$ cat src/rtl/fetch_stage.sv
// Instruction fetch: owns the PC, drives the instruction-memory address
// and registers {pc+step, inst, valid} into the IF/ID pipeline register.
module fetch_stage #(
  parameter logic [31:0] RESET_PC   = 32'd0,
  parameter logic [31:0] PC_STEP    = 32'd4,
  parameter logic [31:0] IMEM_LIMIT = 32'd100
) (
  input  logic        clk,
  input  logic        rst,
  input  logic        freeze,
  input  logic        branch_taken,
  input  logic [31:0] branch_adrs,
  input  logic        flush,
  output logic [31:0] imem_adrs,
  input  logic [31:0] imem_inst,
  output logic [31:0] pc_out,
  output logic [31:0] inst_out,
  output logic        valid_out,
  output logic        halted
);

  typedef enum logic {
    RUN,
    HALT
  } state_t;

  state_t      state;
  logic [31:0] pc;
  logic [31:0] tgt;
  logic [31:0] pc_nxt;
  logic        pc_oor;

  assign tgt       = {branch_adrs[31:2], 2'b00};
  assign pc_nxt    = pc + PC_STEP;
  assign pc_oor    = (pc > IMEM_LIMIT);
  assign imem_adrs = pc;

  // Invalid entries always carry a zero (NOP) instruction.
  always_ff @(posedge clk or posedge rst) begin
    if (rst) begin
      pc        <= RESET_PC;
      pc_out    <= '0;
      inst_out  <= '0;
      valid_out <= 1'b0;
      halted    <= 1'b0;
      state     <= RUN;
    end else if (branch_taken) begin
      pc        <= tgt;
      pc_out    <= '0;
      inst_out  <= '0;
      valid_out <= 1'b0;
      if (tgt > IMEM_LIMIT) begin
        state  <= HALT;
        halted <= 1'b1;
      end else begin
        state  <= RUN;
        halted <= 1'b0;
      end
    end else if (freeze) begin
      pc <= pc;
    end else if (state == RUN) begin
      if (pc_oor) begin
        state     <= HALT;
        halted    <= 1'b1;
        pc_out    <= '0;
        inst_out  <= '0;
        valid_out <= 1'b0;
      end else begin
        pc <= pc_nxt;
        if (flush) begin
          pc_out    <= '0;
          inst_out  <= '0;
          valid_out <= 1'b0;
        end else begin
          pc_out    <= pc_nxt;
          inst_out  <= imem_inst;
          valid_out <= 1'b1;
        end
      end
    end
  end

endmodule

$ cat config.mk
export PLATFORM = sky130hd
export DESIGN_NAME = fetch_stage
export DESIGN_NICKNAME = d
export VERILOG_FILES = /design/src/rtl/fetch_stage.sv
export SDC_FILE = /design/constraint.sdc
export NUM_CORES = 1
export LEC_CHECK = 0
export ABC_CLOCK_PERIOD_IN_PS = 3200
export CORE_AREA = 2 2 104 106
export CTS_CLUSTER_SIZE = 12
export DETAILED_ROUTE_END_ITERATION = 7
export DIE_AREA = 0 0 106 108
export PLACE_DENSITY = 0.75
export SETUP_SLACK_MARGIN = 0.02
export SLEW_MARGIN = 5
export SYNTH_ARGS = -nofsm -noshare
export SYNTH_HDL_FRONTEND = slang
export SYNTH_SLANG_ARGS = --single-unit
$ cat constraint.sdc
create_clock -name clk -period 3.2 [get_ports clk]
set_clock_uncertainty 0.05 [all_clocks]
set_input_delay 0.48 -clock clk [delete_from_list [all_inputs] [get_ports clk]]
set_output_delay 0.48 -clock clk [all_outputs]
set_load 0.02 [all_outputs]
==> results.md, run 1 <==
* Post-synth EDFFs at 0
* Overall power at about 2.5 mW
* CP required at 3.44 ns
* CP max FO at 38
* Initial Util at between 30 and 40%
* RSZ-0062 raised after global routing: false
* DP Worst Slack at approximately 0.67 ns
* Worst reg2reg setup slack at 1.02 ns
* Die W at 106 um
* Commonest cells after routing, fill and taps aside: clkdlybuf4s50_1, dfrtp_1, a22o_1
* Post-Synthesis Cells at 278
* Relative slew margins at a little over half
* GRT Util Overall at between 10% and 20%
* Status: completed
* GP Congestion at 0.780
* Min cycle time layout at about 2.2 ns
* Row count at 37
* Antenna violations before repair at 0
* Worst Setup SP: imem_adrs[21]$_DFFE_PP0P_
* RR Endpoint: inst_out[15]$_DFFE_PP0P_
* Top_reg_cell synth: dfrtp_1
* Critical path's top delay family: simple AND/OR/NAND/NOR gates
* Critical path class: register to register
* ANT cells at 0
* Routed Antenna Nets at 0
* Synthesized cell area at 3830 um2
* P_leak at approximately 2.5 nW
* WP data arrival at 2.42 ns
* CTS sink count at 96
* Sequential cell area fraction in the yosys report at a little over three fifths
* R2R cell count at 5
* Cells along the critical path: nor4_2 -> nand3_1 -> nor4_4 -> buf_4 -> a22o_1
* Critical path depth at 5
* CTS Buffer Depth at 2
* Most common cell after layout, fill and taps aside: clkdlybuf4s50_1
* Ys async rst share at 100%
* First-pass GRT wire length at approximately 15000 um
* Vias at 2894
* Distinct cells, synth at 37
* Synth area leader: dfrtp_1
* Layout Area Growth over Synthesis at 50.8%
* PnR worst setup slack at ~1.0 ns
* Total wire length at between 9000 and 10000 um
* Worst path buffer plus inverter count at 1
* Die ar. at roughly 11000 um2
* # port buffers at 162
* DR DRC count at 0
* Maximum vdd ir drop at between 0.0002 and 0.00025 V
* Max Cap Viol at 0
* Ranking of synthesized cells by area: dfrtp_1, a22o_1, mux2_2
* Pwr/cell area at approximately 430 nW/um2
* Core ar. at 10200 um2
* NumNets Final at ~500
* H-tree depth at 3
* Yosys top cell area share at roughly 63%
* Remaining global-route overflow at 0
* Vias in the first global route at about 2900
* Worst-Margin Slew at ~0.7 ns
* CTS tree: yes
* Die Ht at 108 um
* Final hold viol count at 0
* Final hold slack at 0.439 ns
* Initial DRC Count at around 160
* Largest net degree at the start of global routing at between 60 and 70
* Clock Latency Late Sink at 0.36 ns
* DR WL/cell at 16.5 um
* DR vias/cell at 5.00
* Slew Limit Fails at 0
* Number of synthesized register bits at 96
* CTS resizes at 0
* Worst path slowest cell: nor4_2
* Worst r2r src: imem_adrs[21]$_DFFE_PP0P_
* CP max stage delay at between 0.4 and 0.5 ns
* CP endpoint kind: register
* Avg Inst Size Synth at around 14 um2
* Hold WC Path Type: register to register
* Clock slew at reported path FFs at 0.09 ns
* Postcts setup bufs at 0
* Hold_buf cts at 0
* Setup TNS at 0 ns
* IO Count at about 170
* CP startpoint kind: register
* Max Clk Rate at 0.459 GHz
* Share of cells above drive strength 1 at a little under an eighth
* CTS buffer count at 9
* Final number of setup-violating endpoints at 0
* Detail Placement HPWL at 6840 um
* Fin crit share at 68.1%
* YS warnings at 0
* CP Capture Point: inst_out[15]$_DFFE_PP0P_
* First drt pass iteration count at 6
* Root buffer cell: clkbuf_8
## registers in the layout (all words and copies together), names as in the netlist
signal,cells
halted,1
imem_adrs,30
inst_out,32
pc_out,31
state,1
valid_out,1
## per-stage QoR
stage	area (um2)	std cells	utilization, %
after floorplan	3840	279	-
after global placement	5580	563	54.6
after detailed placement	5580	563	54.6
after CTS	5780	579	56.5
after global routing	5780	579	56.5
final	5780	579	56.5
## synth_stat cells, drive strengths merged, types with 2 or more instances
cell	n
and4	2
nor3	3
o211ai	2
dfrtp	96
mux2	25
and2	26
inv	4
a31oi	3
o31ai	5
clkbuf	11
nand2	2
or4	2
nand4	8
buf	8
a22o	37
nand3	4
xnor2	2
ha	3
nor4	11
nor2	12
## area by class of cell
cell class / count / area, um2
clock inverter: 4 / 53.8
tap: 136 / 170
sequential: 96 / 2400
timing repair buffer: 167 / 1670
clock buffer: 12 / 145
fill: 858 / 4450
multi-input combinational: 160 / 1320
inverter: 4 / 17.5
## routing by layer
metal / GRT usage, % / part of all wire (%)
met1: 22.4 / 45
met2: 26.6 / 47
met3: 5.06 / 6.7
met4: 5.26 / 1.6
met5: 0 / 0
## worst min path at each step
stage / start / endpoint / slack (ns) / depth (start not counted)
CTS: pc_out[13]$_DFFE_PP0P_ / pc_out[13]$_DFFE_PP0P_ / 0.45 / 1
floorplan: state$_DFFE_PP0N_ / state$_DFFE_PP0N_ / 0.45 / 2
finish: pc_out[13]$_DFFE_PP0P_ / pc_out[13]$_DFFE_PP0P_ / 0.44 / 1
global placement: valid_out$_DFFE_PP0P_ / valid_out$_DFFE_PP0P_ / 0.41 / 1
global route: pc_out[13]$_DFFE_PP0P_ / pc_out[13]$_DFFE_PP0P_ / 0.46 / 1
detailed placement: pc_out[28]$_DFFE_PP0P_ / pc_out[28]$_DFFE_PP0P_ / 0.42 / 1
## where the power goes
part           switching (mW)  internal (mW)
Clock                   0.417          0.385
Combinational           0.172          0.192
Sequential             0.0468           1.25
## cells by family (layout without fill, tap and decap cells)
logic type	count (synthesis)	count (layout)	synth area share, %
XOR/XNOR	3	3	0.686
adder cells (fa/ha/maj)	3	3	0.979
flip-flops	96	96	62.7
AO/OA/AOI/OAI	54	54	11.7
multiplexers	25	25	7.34
other	1	2	0.0978
buffers and inverters	23	187	3.20
AND/OR/NAND/NOR	73	73	13.3
## worst register-to-register path, stage by stage (launching register included)
cell	delay (ns)
dfrtp_1	0.41
nor4_2	0.49
nand3_1	0.26
nor4_4	0.25
buf_4	0.41
a22o_1	0.24
Power figures use the tool's default switching activity.
==> run 2, diff against run 1 <==
--- a/config.mk
+++ b/config.mk
@@ -5,7 +5,7 @@
 export SDC_FILE = /design/constraint.sdc
 export NUM_CORES = 1
 export LEC_CHECK = 0
-export ABC_CLOCK_PERIOD_IN_PS = 3200
+export ABC_CLOCK_PERIOD_IN_PS = 1900
 export CORE_AREA = 2 2 104 106
 export CTS_CLUSTER_SIZE = 12
 export DETAILED_ROUTE_END_ITERATION = 7
==> constraint.sdc (replaced) <==
create_clock -name clk -period 1.9 [get_ports clk]
set_clock_uncertainty 0.05 [all_clocks]
set_input_delay 0.285 -clock clk [delete_from_list [all_inputs] [get_ports clk]]
set_output_delay 0.285 -clock clk [all_outputs]
set_load 0.02 [all_outputs]
==> results.md, run 2 (same netlist as run 1, synthesis figures left out) <==
* Comb pwr share at approximately 16%
* First drt pass iteration count at 4
* First-pass GRT wire length at about 16000 um
* Largest Register: inst_out
* Initial Util at a little under two fifths
* Slew Limit Fails at 0
* CP max FO at 4
* Vias at approximately 3000
* P_leak at 2.61 nW
* Relative slew margins at 66.5%
* CTS buffer count at 9
* Row count at 37
* PnR worst setup slack at about 0.047 ns
* Root buffer cell: clkbuf_8
* Most common cell after layout, fill and taps aside: clkdlybuf4s50_1
* Vias in the first global route at 3071
* Die Ht at roughly 110 um
* Total wire length at 10100 um
* Critical path class: register to register
* GP Congestion at 0.815
* Worst path slowest cell: or4_4
* CP max stage delay at 0.52 ns
* Clock slew at reported path FFs at 0.09 ns
* Die ar. at 11400 um2
* Remaining global-route overflow at 0
* DP Worst Slack at -0.00753 ns
* DR DRC count at 0
* CP startpoint kind: register
* Internal at slightly above 3 mW
* Antenna violations before repair at 0
* DR WL/cell at 16.8 um
* Pwr/cell area at between 600 and 700 nW/um2
* Worst r2r src: imem_adrs[2]$_DFFE_PP0P_
* Fin crit share at 97.5%
* Commonest cells after routing, fill and taps aside: clkdlybuf4s50_1, dfrtp_1, a22o_1
* Overall power at 4.18 mW
* Die W at roughly 110 um
* Worst reg2reg setup slack at about 0.047 ns
* Maximum vdd ir drop at 0.000394 V
* Net Sw Frac at 25.6%
* Worst-Margin Slew at approximately 0.5 ns
* CTS tree: yes
* Core ar. at between 10000 and 15000 um2
* Status: completed
* Placed cell count at between 500 and 600
* CTS sink count at 96
* RR Endpoint: imem_adrs[4]$_DFFE_PP0P_
* Hold WC Path Type: primary input to async pin
* R2R cell count at 6
* Clock Latency Late Sink at roughly 0.35 ns
* Initial DRC Count at 180
* Sequential share of power at approximately 52%
* CP required at roughly 2.1 ns
* Layout Area Growth over Synthesis at 59.2%
* NumNets Final at between 500 and 600
* Min cycle time layout at between 1.5 and 2 ns
* Final number of setup-violating endpoints at 0
* IO Count at between 150 and 200
* Max Cap Viol at 0
* Routed Antenna Nets at 0
* DR vias/cell at 4.98
* WP data arrival at slightly above 2 ns
* Final hold viol count at 0
* Largest register FFs at 32
* H-tree depth at 3
* Largest net degree at the start of global routing at 97
* GRT Util Overall at between 10% and 20%
* CP endpoint kind: register
* Final Non-Filler Cells at 600
* ANT cells at 0
* Max Clk Rate at 0.540 GHz
* Clock power frac at between 30% and 40%
* # port buffers at 162
* Cells along the critical path: buf_4 -> ha_1 -> nor3b_2 -> nand4_1 -> or4_4 -> a31oi_1
* Hold_buf cts at 0
* P_sw at 1.07 mW
* Detail Placement HPWL at roughly 7100 um
* CTS Buffer Depth at 2
* Share of cells above drive strength 1 at 18.3%
* RSZ-0062 raised after global routing: true
[run 2: through the flow]
stage | setup TNS [ns] | area (um2) | utilization (%) | hold WS, ns
4_1_cts | -0.0967 | 5940 | 58.1 | 0.381
3_5_place_dp | -0.00753 | 5740 | 56.1 | 0.420
3_3_place_gp | -0.0358 | 5740 | 56.1 | 0.408
2_1_floorplan | 0 | 3840 | - | 0.368
6_report | 0 | 6100 | 59.6 | 0.374
5_1_grt | -0.331 | 6100 | 59.6 | 0.407
[run 2: cell type report]
class	instances	area (um2)
fill	831	4130
inverter	4	18.8
multi-input combinational	160	1370
tap	136	170
timing repair buffer	189	1940
clock buffer	10	138
clock inverter	5	57.6
sequential	96	2400
[run 2: routing by layer]
layer  up-vias  wire length, um  GRT usage [%]
met1      1490             4250           22.5
met4         0              103           6.58
li1       1376                -              -
met5         -                0              0
met2       113             5020           27.6
met3        10              725           4.46
[run 2: critical path, delay by kind of cell, from the launching register on]
| family | cells | cell delay, ns |
|---|---|---|
| AND/OR/NAND/NOR | 3 | 0.85 |
| flip-flops | 1 | 0.38 |
| adder cells (fa/ha/maj) | 1 | 0.21 |
| AO/OA/AOI/OAI | 1 | 0.16 |
| buffers and inverters | 1 | 0.13 |
[run 2: power groups by stage]
stage          combinational, mW  sequential (mW)  clock, mW
6_report                   0.675             2.19       1.32
5_1_grt                    0.725             2.20       1.46
4_1_cts                    0.670             2.18       1.38
3_5_place_dp               0.664             2.22          0
3_3_place_gp               0.655             2.22          0
2_1_floorplan              0.207             2.29          0
[run 2: worst max path at each step]
stage                                         start                  endpoint  slack [ns]  depth (start not counted)
after floorplan            imem_adrs[3]$_DFFE_PP0P_  inst_out[10]$_DFFE_PP0P_        0.03                          9
after global placement              branch_adrs[17]         state$_DFFE_PP0N_       -0.04                          6
after detailed placement  imem_adrs[18]$_DFFE_PP0P_  inst_out[26]$_DFFE_PP0P_      -0.008                          5
after CTS                  imem_adrs[9]$_DFFE_PP0P_  inst_out[26]$_DFFE_PP0P_       -0.01                          5
after global routing      imem_adrs[18]$_DFFE_PP0P_  imem_adrs[6]$_DFFE_PP0P_       -0.03                          4
final                      imem_adrs[2]$_DFFE_PP0P_  imem_adrs[4]$_DFFE_PP0P_        0.05                          6
[run 2: timing repair]
| action | CTS | global route |
|---|---|---|
| gates cloned | 0 | 4 |
| gates resized for setup | 0 | 15 |
| pin swaps | 14 | 7 |
| setup endpoints to repair | 39 | 44 |
| setup buffers | 1 | 3 |
==> run 3, diff against run 2 <==
==> config.mk (replaced) <==
export PLATFORM = sky130hd
export DESIGN_NAME = fetch_stage
export DESIGN_NICKNAME = d
export VERILOG_FILES = /design/src/rtl/fetch_stage.sv
export SDC_FILE = /design/constraint.sdc
export NUM_CORES = 1
export LEC_CHECK = 0
export ABC_CLOCK_PERIOD_IN_PS = 2310
export CORE_AREA = 2 2 96 98
export DETAILED_ROUTE_END_ITERATION = 7
export DIE_AREA = 0 0 98 100
export PLACE_DENSITY = 0.83
export SETUP_SLACK_MARGIN = 0.02
export SLEW_MARGIN = 5
export SYNTH_ARGS = -nofsm -noshare
export SYNTH_HDL_FRONTEND = slang
export SYNTH_SLANG_ARGS = --single-unit
==> constraint.sdc (replaced) <==
create_clock -name clk -period 2.31 [get_ports clk]
set_clock_uncertainty 0.05 [all_clocks]
set_input_delay 0.3465 -clock clk [delete_from_list [all_inputs] [get_ports clk]]
set_output_delay 0.3465 -clock clk [all_outputs]
set_load 0.02 [all_outputs]
==> results.md, run 3 (same netlist as run 1, synthesis figures left out) <==
* Total wire length at around 9400 um
* WP data arrival at ~2.3 ns
* Status: completed
* # port buffers at between 150 and 200
* Final instance area at between 5000 and 6000 um2
* H-tree depth at 3
* Remaining global-route overflow at 0
* Die ar. at between 9000 and 10000 um2
* Placed cell count at between 500 and 600
* CP endpoint kind: register
* Vias in the first global route at between 3000 and 4000
* Max Clk Rate at 0.496 GHz
* GRT Util Overall at 19.5%
* Maximum vdd ir drop at 0.000406 V
* CP required at approximately 2.5 ns
* Antenna violations before repair at 0
* First-pass GRT wire length at about 15000 um
* Clock Latency Late Sink at 0.35 ns
* Routed Antenna Nets at 0
* Die W at 98 um
* Initial DRC Count at 105
* Worst-Margin Slew at 1.23 ns
* Core ar. at roughly 8900 um2
* Final number of setup-violating endpoints at 0
* Min cycle time layout at just over 2 ns
* Relative slew margins at between 10% and 20%
* IO Count at around 170
* Root buffer cell: clkbuf_8
* Slew Limit Fails at 0
* CTS Buffer Depth at 2
* Fin crit share at 87.3%
* Final Util at between 60% and 70%
* Largest register FFs at 32
* Most common cell after layout, fill and taps aside: clkdlybuf4s50_1
* CP startpoint kind: register
* NumNets Final at 511
* Clock slew at reported path FFs at approximately 0.090 ns
* Initial Util at a little over two fifths
* Final hold viol count at 0
* Commonest cells after routing, fill and taps aside: clkdlybuf4s50_1, dfrtp_1, a22o_1
* Hold_buf cts at 0
* Overall power at between 3 and 4 mW
* P_leak at roughly 2.5 nW
* Largest Register: inst_out
* Row count at 35
* Filler cells at approximately 720
* GP Congestion at 0.825
* First drt pass iteration count at 4
* Detail Placement HPWL at ~6800 um
* RSZ-0062 raised after global routing: false
* Layout Area Growth over Synthesis at 50.4%
* Critical path class: register to register
* DR vias/cell at 5.23
* Pwr/cell area at 587 nW/um2
* DR DRC count at 0
* Vias at between 2000 and 3000
* DR WL/cell at between 15 and 20 um
* Share of cells above drive strength 1 at about 12%
* CTS tree: yes
* CP max FO at 38
* CTS buffer count at 9
* Final Non-Filler Cells at roughly 560
* Post-DP Area at 5570 um2
* Hold WC Path Type: primary input to async pin
* Postcts setup bufs at 0
* CTS sink count at between 90 and 100
* Max Cap Viol at 0
* ANT cells at 0
* Largest net degree at the start of global routing at 65
* Die Ht at around 100 um
* CTS resizes at 0
==> run 3: path summary, 6_finish.rpt <==
check,start,endpoint,cells after the start,slack [ns]
max,imem_adrs[2]$_DFFE_PP0P_,inst_out[28]$_DFFE_PP0P_,7,0.29
min,rst,imem_adrs[3]$_DFFE_PP0P_,3,0.37
max reg2reg,imem_adrs[2]$_DFFE_PP0P_,inst_out[28]$_DFFE_PP0P_,7,0.29
min reg2reg,pc_out[7]$_DFFE_PP0P_,pc_out[7]$_DFFE_PP0P_,1,0.44
max in group asynchronous,rst,imem_adrs[30]$_DFFE_PP0P_,3,1.48
min in group clk,pc_out[7]$_DFFE_PP0P_,pc_out[7]$_DFFE_PP0P_,1,0.44
==> run 3: area by class of cell <==
class	count	area (um2)	share of cell area, %
Sequential cell	96	2400	41.7
Multi-Input combinational cell	160	1320	22.9
Inverter	4	18.8	0.326
Clock buffer	10	128	2.21
Clock inverter	6	66.3	1.15
Tap cell	111	139	2.41
Timing Repair Buffer	168	1690	29.3
==> run 3: through the flow <==
stage	setup slack [ns]	setup TNS (ns)	hold WS, ns
finish	0.292	0	0.372
CTS	0.270	0	0.391
global placement	0.0226	0	0.411
detailed placement	-0.0616	-1.61	0.420
global route	0.135	0	0.402
floorplan	0.396	0	0.429
==> run 3: worst max-delay path, cell delays in order (launching register included) <==
cell	delay (ns)
dfrtp_1	0.46
inv_1	0.14
ha_1	0.15
nor2_1	0.05
o211a_1	0.33
nor4_4	0.34
buf_12	0.24
a22o_1	0.17
==> run 3: per-layer routing <==
layer | vias up | track usage (%) | wire [um]
met4 | 0 | 4.17 | 36
met1 | 1427 | 24.1 | 3930
li1 | 1343 | - | -
met2 | 127 | 32.9 | 4570
met5 | - | 0 | 0
met3 | 5 | 7.45 | 872
==> run 3: report_power, final <==
group / total, mW / internal, mW / switching [mW]
Clock: 1.08 / 0.507 / 0.571
Sequential: 1.80 / 1.73 / 0.0689
Combinational: 0.504 / 0.266 / 0.238
